--- config.mk ---
export PLATFORM = sky130hd
export DESIGN_NAME = encryptor_decryptor
export DESIGN_NICKNAME = d
export VERILOG_FILES = /design/src/rtl/encryptor_decryptor.sv
export SDC_FILE = /design/constraint.sdc
export NUM_CORES = 1
export LEC_CHECK = 0
export CORE_ASPECT_RATIO = 2
export CORE_MARGIN = 8
export CORE_UTILIZATION = 51
export DETAILED_ROUTE_END_ITERATION = 6
export PLACE_DENSITY = 0.8
export SETUP_SLACK_MARGIN = 0.02
export SYNTH_ARGS = -nofsm -noshare
export SYNTH_HDL_FRONTEND = slang
export SYNTH_SLANG_ARGS = --single-unit
--- constraint.sdc ---
create_clock -name clk -period 4 [get_ports clk]
set_input_delay 0.6 -clock clk [delete_from_list [all_inputs] [get_ports clk]]
set_output_delay 0.6 -clock clk [all_outputs]
set_load 0.03 [all_outputs]
--- src/rtl/encryptor_decryptor.sv ---
// Purpose: streaming repeating-key byte cipher; encrypt adds key byte, decrypt subtracts (mod 256).
// Latency: 1 cycle from input transfer to out_valid; one byte per cycle while out_ready is high.
// Backpressure: single output register; in_ready drops while out_valid && !out_ready or key_we.
//
// Ports:
//   clk, rst            rising-edge clock, asynchronous active-high reset
//   mode                0 = encrypt, 1 = decrypt; latched on the first byte of each message
//   key_we, key_in      key load, honoured only between messages (byte index 0)
//   in_valid/in_ready   input byte handshake, in_data carries the byte
//   out_valid/out_ready output byte handshake, out_data/out_last carry the result
module encryptor_decryptor #(
  parameter int                   MSG_LEN = 20,
  parameter int                   SEC_LEN = 3,
  parameter logic [SEC_LEN*8-1:0] KEY     = {8'h07, 8'h05, 8'h03}
) (
  input  logic                 clk,
  input  logic                 rst,
  input  logic                 mode,
  input  logic                 key_we,
  input  logic [SEC_LEN*8-1:0] key_in,
  input  logic                 in_valid,
  input  logic [7:0]           in_data,
  output logic                 in_ready,
  output logic                 out_valid,
  output logic [7:0]           out_data,
  output logic                 out_last,
  input  logic                 out_ready
);

  // +1 keeps the widths at least one bit when MSG_LEN or SEC_LEN is 1
  localparam int BW = $clog2(MSG_LEN + 1);
  localparam int KW = $clog2(SEC_LEN + 1);
  localparam logic [BW-1:0] LAST_BYTE = BW'(MSG_LEN - 1);
  localparam logic [KW-1:0] LAST_KEY  = KW'(SEC_LEN - 1);

  logic [SEC_LEN*8-1:0] r_key;
  logic [BW-1:0]        r_byte_idx;
  logic [KW-1:0]        r_key_idx;
  logic                 r_mode;
  logic                 r_out_valid;
  logic [7:0]           r_out_data;
  logic                 r_out_last;

  logic       w_in_fire;
  logic       w_out_fire;
  logic       w_first;
  logic       w_last;
  logic       w_mode;
  logic [7:0] w_key_byte;
  logic [7:0] w_result;

  assign in_ready   = !key_we && (!r_out_valid || out_ready);
  assign w_in_fire  = in_valid && in_ready;
  assign w_out_fire = r_out_valid && out_ready;
  assign w_first    = (r_byte_idx == '0);
  assign w_last     = (r_byte_idx == LAST_BYTE);

  // The first byte of a message uses the live mode pin; later bytes use the latched copy
  assign w_mode     = w_first ? mode : r_mode;
  assign w_key_byte = r_key[{r_key_idx, 3'b000} +: 8];
  assign w_result   = w_mode ? (in_data - w_key_byte) : (in_data + w_key_byte);

  always_ff @(posedge clk or posedge rst) begin
    if (rst) begin
      r_key       <= KEY;
      r_byte_idx  <= '0;
      r_key_idx   <= '0;
      r_mode      <= 1'b0;
      r_out_valid <= 1'b0;
      r_out_data  <= 8'h00;
      r_out_last  <= 1'b0;
    end else begin
      if (w_in_fire) begin
        r_out_valid <= 1'b1;
        r_out_data  <= w_result;
        r_out_last  <= w_last;
        if (w_first) begin
          r_mode <= mode;
        end
        // Every message restarts at key byte 0, independent of MSG_LEN mod SEC_LEN
        if (w_last) begin
          r_byte_idx <= '0;
          r_key_idx  <= '0;
        end else begin
          r_byte_idx <= r_byte_idx + 1'b1;
          r_key_idx  <= (r_key_idx == LAST_KEY) ? '0 : r_key_idx + 1'b1;
        end
      end else if (w_out_fire) begin
        r_out_valid <= 1'b0;
        r_out_last  <= 1'b0;
      end

      // key_we blocks in_ready, so a key load never races a data transfer
      if (key_we && w_first) begin
        r_key <= key_in;
      end
    end
  end

  assign out_valid = r_out_valid;
  assign out_data  = r_out_data;
  assign out_last  = r_out_last;

endmodule

==> summary.txt <==
Run status
  – Outcome: finished, final reports clean

Placement
  – PortBufs: 48
  – GP Congestion: 0.836
  – Hpwl dp: 3.55 mm

Power and ir drop
  – Sequential cell fraction of total power: 0.329
  – Tot Pwr: 2430 uW
  – Pwr Density: 835 mW/mm^2
  – Sw Share: 0.377
  – Comb power frac: 0.528
  – Int Pwr: 1510 uW
  – Net Sw Power: 916 uW
  – Clock share of power: 0.143
  – Peak supply drop: 0.525 mV
  – Leakage: 0.00125 uW

Global routing
  – First-pass GRT wire length: 7.56 mm
  – GRT Total Usage: 0.135
  – Number of global-route vias before repair: 1715
  – Largest net degree at the start of global routing: 43
  – Initial antenna violation count: 0
  – Grt ovf: 0

Timing
  – Min Clock Period, post-route: 3510 ps
  – Unrepaired setup endpoints after global routing: false
  – Slew Limit Fails: 0
  – Period utilization: 0.878
  – Slew of the pin with the lowest slew margin: 958 ps
  – Max-slew headroom: 0.360
  – Setup Skew: 4.16 ps
  – Achievable Freq: 285 MHz
  – Hold Vio Cnt, Final: 0
  – Final setup viols: 0
  – Final setup TNS: 0 ps

CTS
  – Clk buf depth: 2
  – # resized after CTS: 0
  – Clock Latency Late Sink: 300 ps
  – Post-CTS Hold Buffers: 0
  – CTS clock-pin slew for the worst setup and hold paths: 80 ps
  – Root Driver: clkbuf_8
  – Clock buffer count from CTS: 5
  – Postcts setup bufs: 0
  – Clock Sinks: 42
  – H-tree depth: 2
  – CTS tree: built

Final layout
  – Fin nets: 303
  – Area Overhead vs Synth: 28.6%
  – # diodes: 0
  – Layout cells sized above 1: 0.184

Route
  – Pre-Repair DR Iteration Count: 4
  – DR DRC count: 0
  – Via count: 1635
  – Initial drt markers: 29
  – Post-Route WL: 4.48 mm
  – Met1 wire length: 1.72 mm
  – DR WL/cell: 14.5 um
  – Via density: 5.29
  – Detail Route met3 WL: 148 um
  – Metal2 WL: 2.53 mm
  – Max Used Layer: met4
  – ANT nets after route: 0

Logic synthesis
  – Synthesized area per cell: 11.1 um^2
  – Synth Net Count: 252
  – EDFF count, synth: 0
  – Yosys warnings: 0
  – Async S/R FF share, synth: 1.00
  – Synth cell types: 38
  – FF+latch count, synth: 42
  – Synth Cell Area: 0.00226 mm^2
  – Post-Synthesis Cells: 203
  – Ys flop type: dfrtp_1
  – Sequential area share after synthesis: 0.468

Setup path
  – WP data arrival: 3730 ps
  – Critical Path RT: 4220 ps
  – Cell Chain, Critical Path: mux2i_1 -> o22ai_1 -> inv_1 -> ha_1 -> mux2i_1 -> ha_1 -> a21o_1 -> a41o_1 -> o41ai_1 -> xnor3_1 -> o21ai_1
  – Setup crit start kind: flip-flop
  – Crit-path slowest cell: dfrtp_1
  – Crit path max-delay family: compound AO/OA/AOI/OAI gates
  – CP Class: reg -> reg
  – Largest stage delay, worst path: 750 ps
  – CP endpoint kind: flip-flop
  – Bufs and invs on worst path: 1
  – Max Fanout on Critical Path: 15

Die
  – # IOs: 49
  – Die ar.: 0.00695 mm^2
  – Cell row count: 34
  – CORE AREA: 0.00430 mm^2
  – Die W: 63.1 um
  – Initial Util: 0.527
  – Die H: 110 um

Hold path
  – Min-Delay Path Class: reg -> reg

Run
  – Max Cap Viol: 0
[final cells by class]
type                            count  area (um^2)
Inverter                            8         30.0
Clock buffer                        7         86.3
Tap cell                           54         67.6
Multi-Input combinational cell    146         1130
Clock inverter                      1         30.0
Sequential cell                    42         1060
Timing Repair Buffer               51          503
Fill cell                         352         1390
[Yosys cell counts (all sizes together) (4+ instances only)]
| library cell | instances | area, um^2 |
|---|---|---|
| nand2 | 26 | 97.6 |
| nor2 | 8 | 30.0 |
| clkbuf | 4 | 15.0 |
| mux2i | 10 | 100 |
| o21ai | 16 | 80.1 |
| xor2 | 7 | 61.3 |
| mux2 | 25 | 282 |
| dfstp | 7 | 184 |
| xnor2 | 5 | 43.8 |
| inv | 8 | 30.0 |
| ha | 10 | 125 |
| nor2b | 5 | 31.3 |
| a21oi | 5 | 25.0 |
| dfrtp | 35 | 876 |
[tightest hold or removal path, cell delays in order, from the launching register on]
cell and delay, ps:
dfrtp_1 350, nand2_1 50, o21ai_0 60
[metal layers]
metal / vias to the layer above / track usage
met5: - / 0
met4: 0 / 0.0591
met3: 8 / 0.0364
met2: 28 / 0.254
met1: 789 / 0.136
li1: 810 / -
[state kept, by name (all words and copies together), names as in the netlist]
name        flops
r_key          24
r_byte_idx      5
out_data        8
r_mode          1
out_last        1
out_valid       1
r_key_idx       2
[placed cells by master (no fill, tap or decap), drive strengths merged, types with 8 or more instances in the layout]
cell and count:
nand2 26, ha 10, clkdlybuf4s50 48, mux2 25, o21ai 16, dfrtp 35
inv 8, mux2i 10, nor2 8
[power by group through the flow]
stage	Sequential (uW)	Combinational (uW)	Clock [uW]
after detailed placement	810	1290	0
after global routing	827	1420	371
after global placement	799	1250	0
final	800	1280	346
after CTS	800	1300	356
after floorplan	825	963	0
[metrics by stage]
| step | area, um^2 | util | instances | setup slack [ps] | hold WS, ps |
|---|---|---|---|---|---|
| final | 2910 | 0.678 | 309 | 490 | 483 |
| after global routing | 2910 | 0.678 | 309 | 255 | 505 |
| after CTS | 2910 | 0.678 | 309 | 478 | 490 |
| after detailed placement | 2800 | 0.651 | 301 | 499 | 470 |
| after global placement | 2800 | 0.651 | 301 | 665 | 460 |
| after floorplan | 2260 | - | 203 | 698 | 479 |
[path summary, 6_finish.rpt]
kind / slack (ps) / end / cells past startpoint / from
max in group asynchronous: 2900 / r_key[18]$_DFFE_PP1P_ / 3 / rst
worst max-delay path: 490 / out_data[7]$_DFFE_PP0P_ / 11 / r_key_idx[1]$_DFFE_PP0P_
worst min register to register: 480 / out_data[5]$_DFFE_PP0P_ / 2 / out_data[5]$_DFFE_PP0P_
min in group asynchronous: 730 / r_key[6]$_DFFE_PP0P_ / 3 / rst
worst max register to register: 490 / out_data[7]$_DFFE_PP0P_ / 11 / r_key_idx[1]$_DFFE_PP0P_
worst min-delay path: 480 / out_data[5]$_DFFE_PP0P_ / 2 / out_data[5]$_DFFE_PP0P_
[logic make-up after synthesis]
family,after synthesis,share of synthesized area
DFF,42,0.468
adders and majority gates,11,0.0641
muxes,35,0.169
buffers and inverters,15,0.0304
and+or+nand+nor,52,0.109
xor gates and xnor gates,13,0.0564
AOI/OAI and AO/OA,35,0.103
No activity file was read; power rests on OpenSTA's default activity.
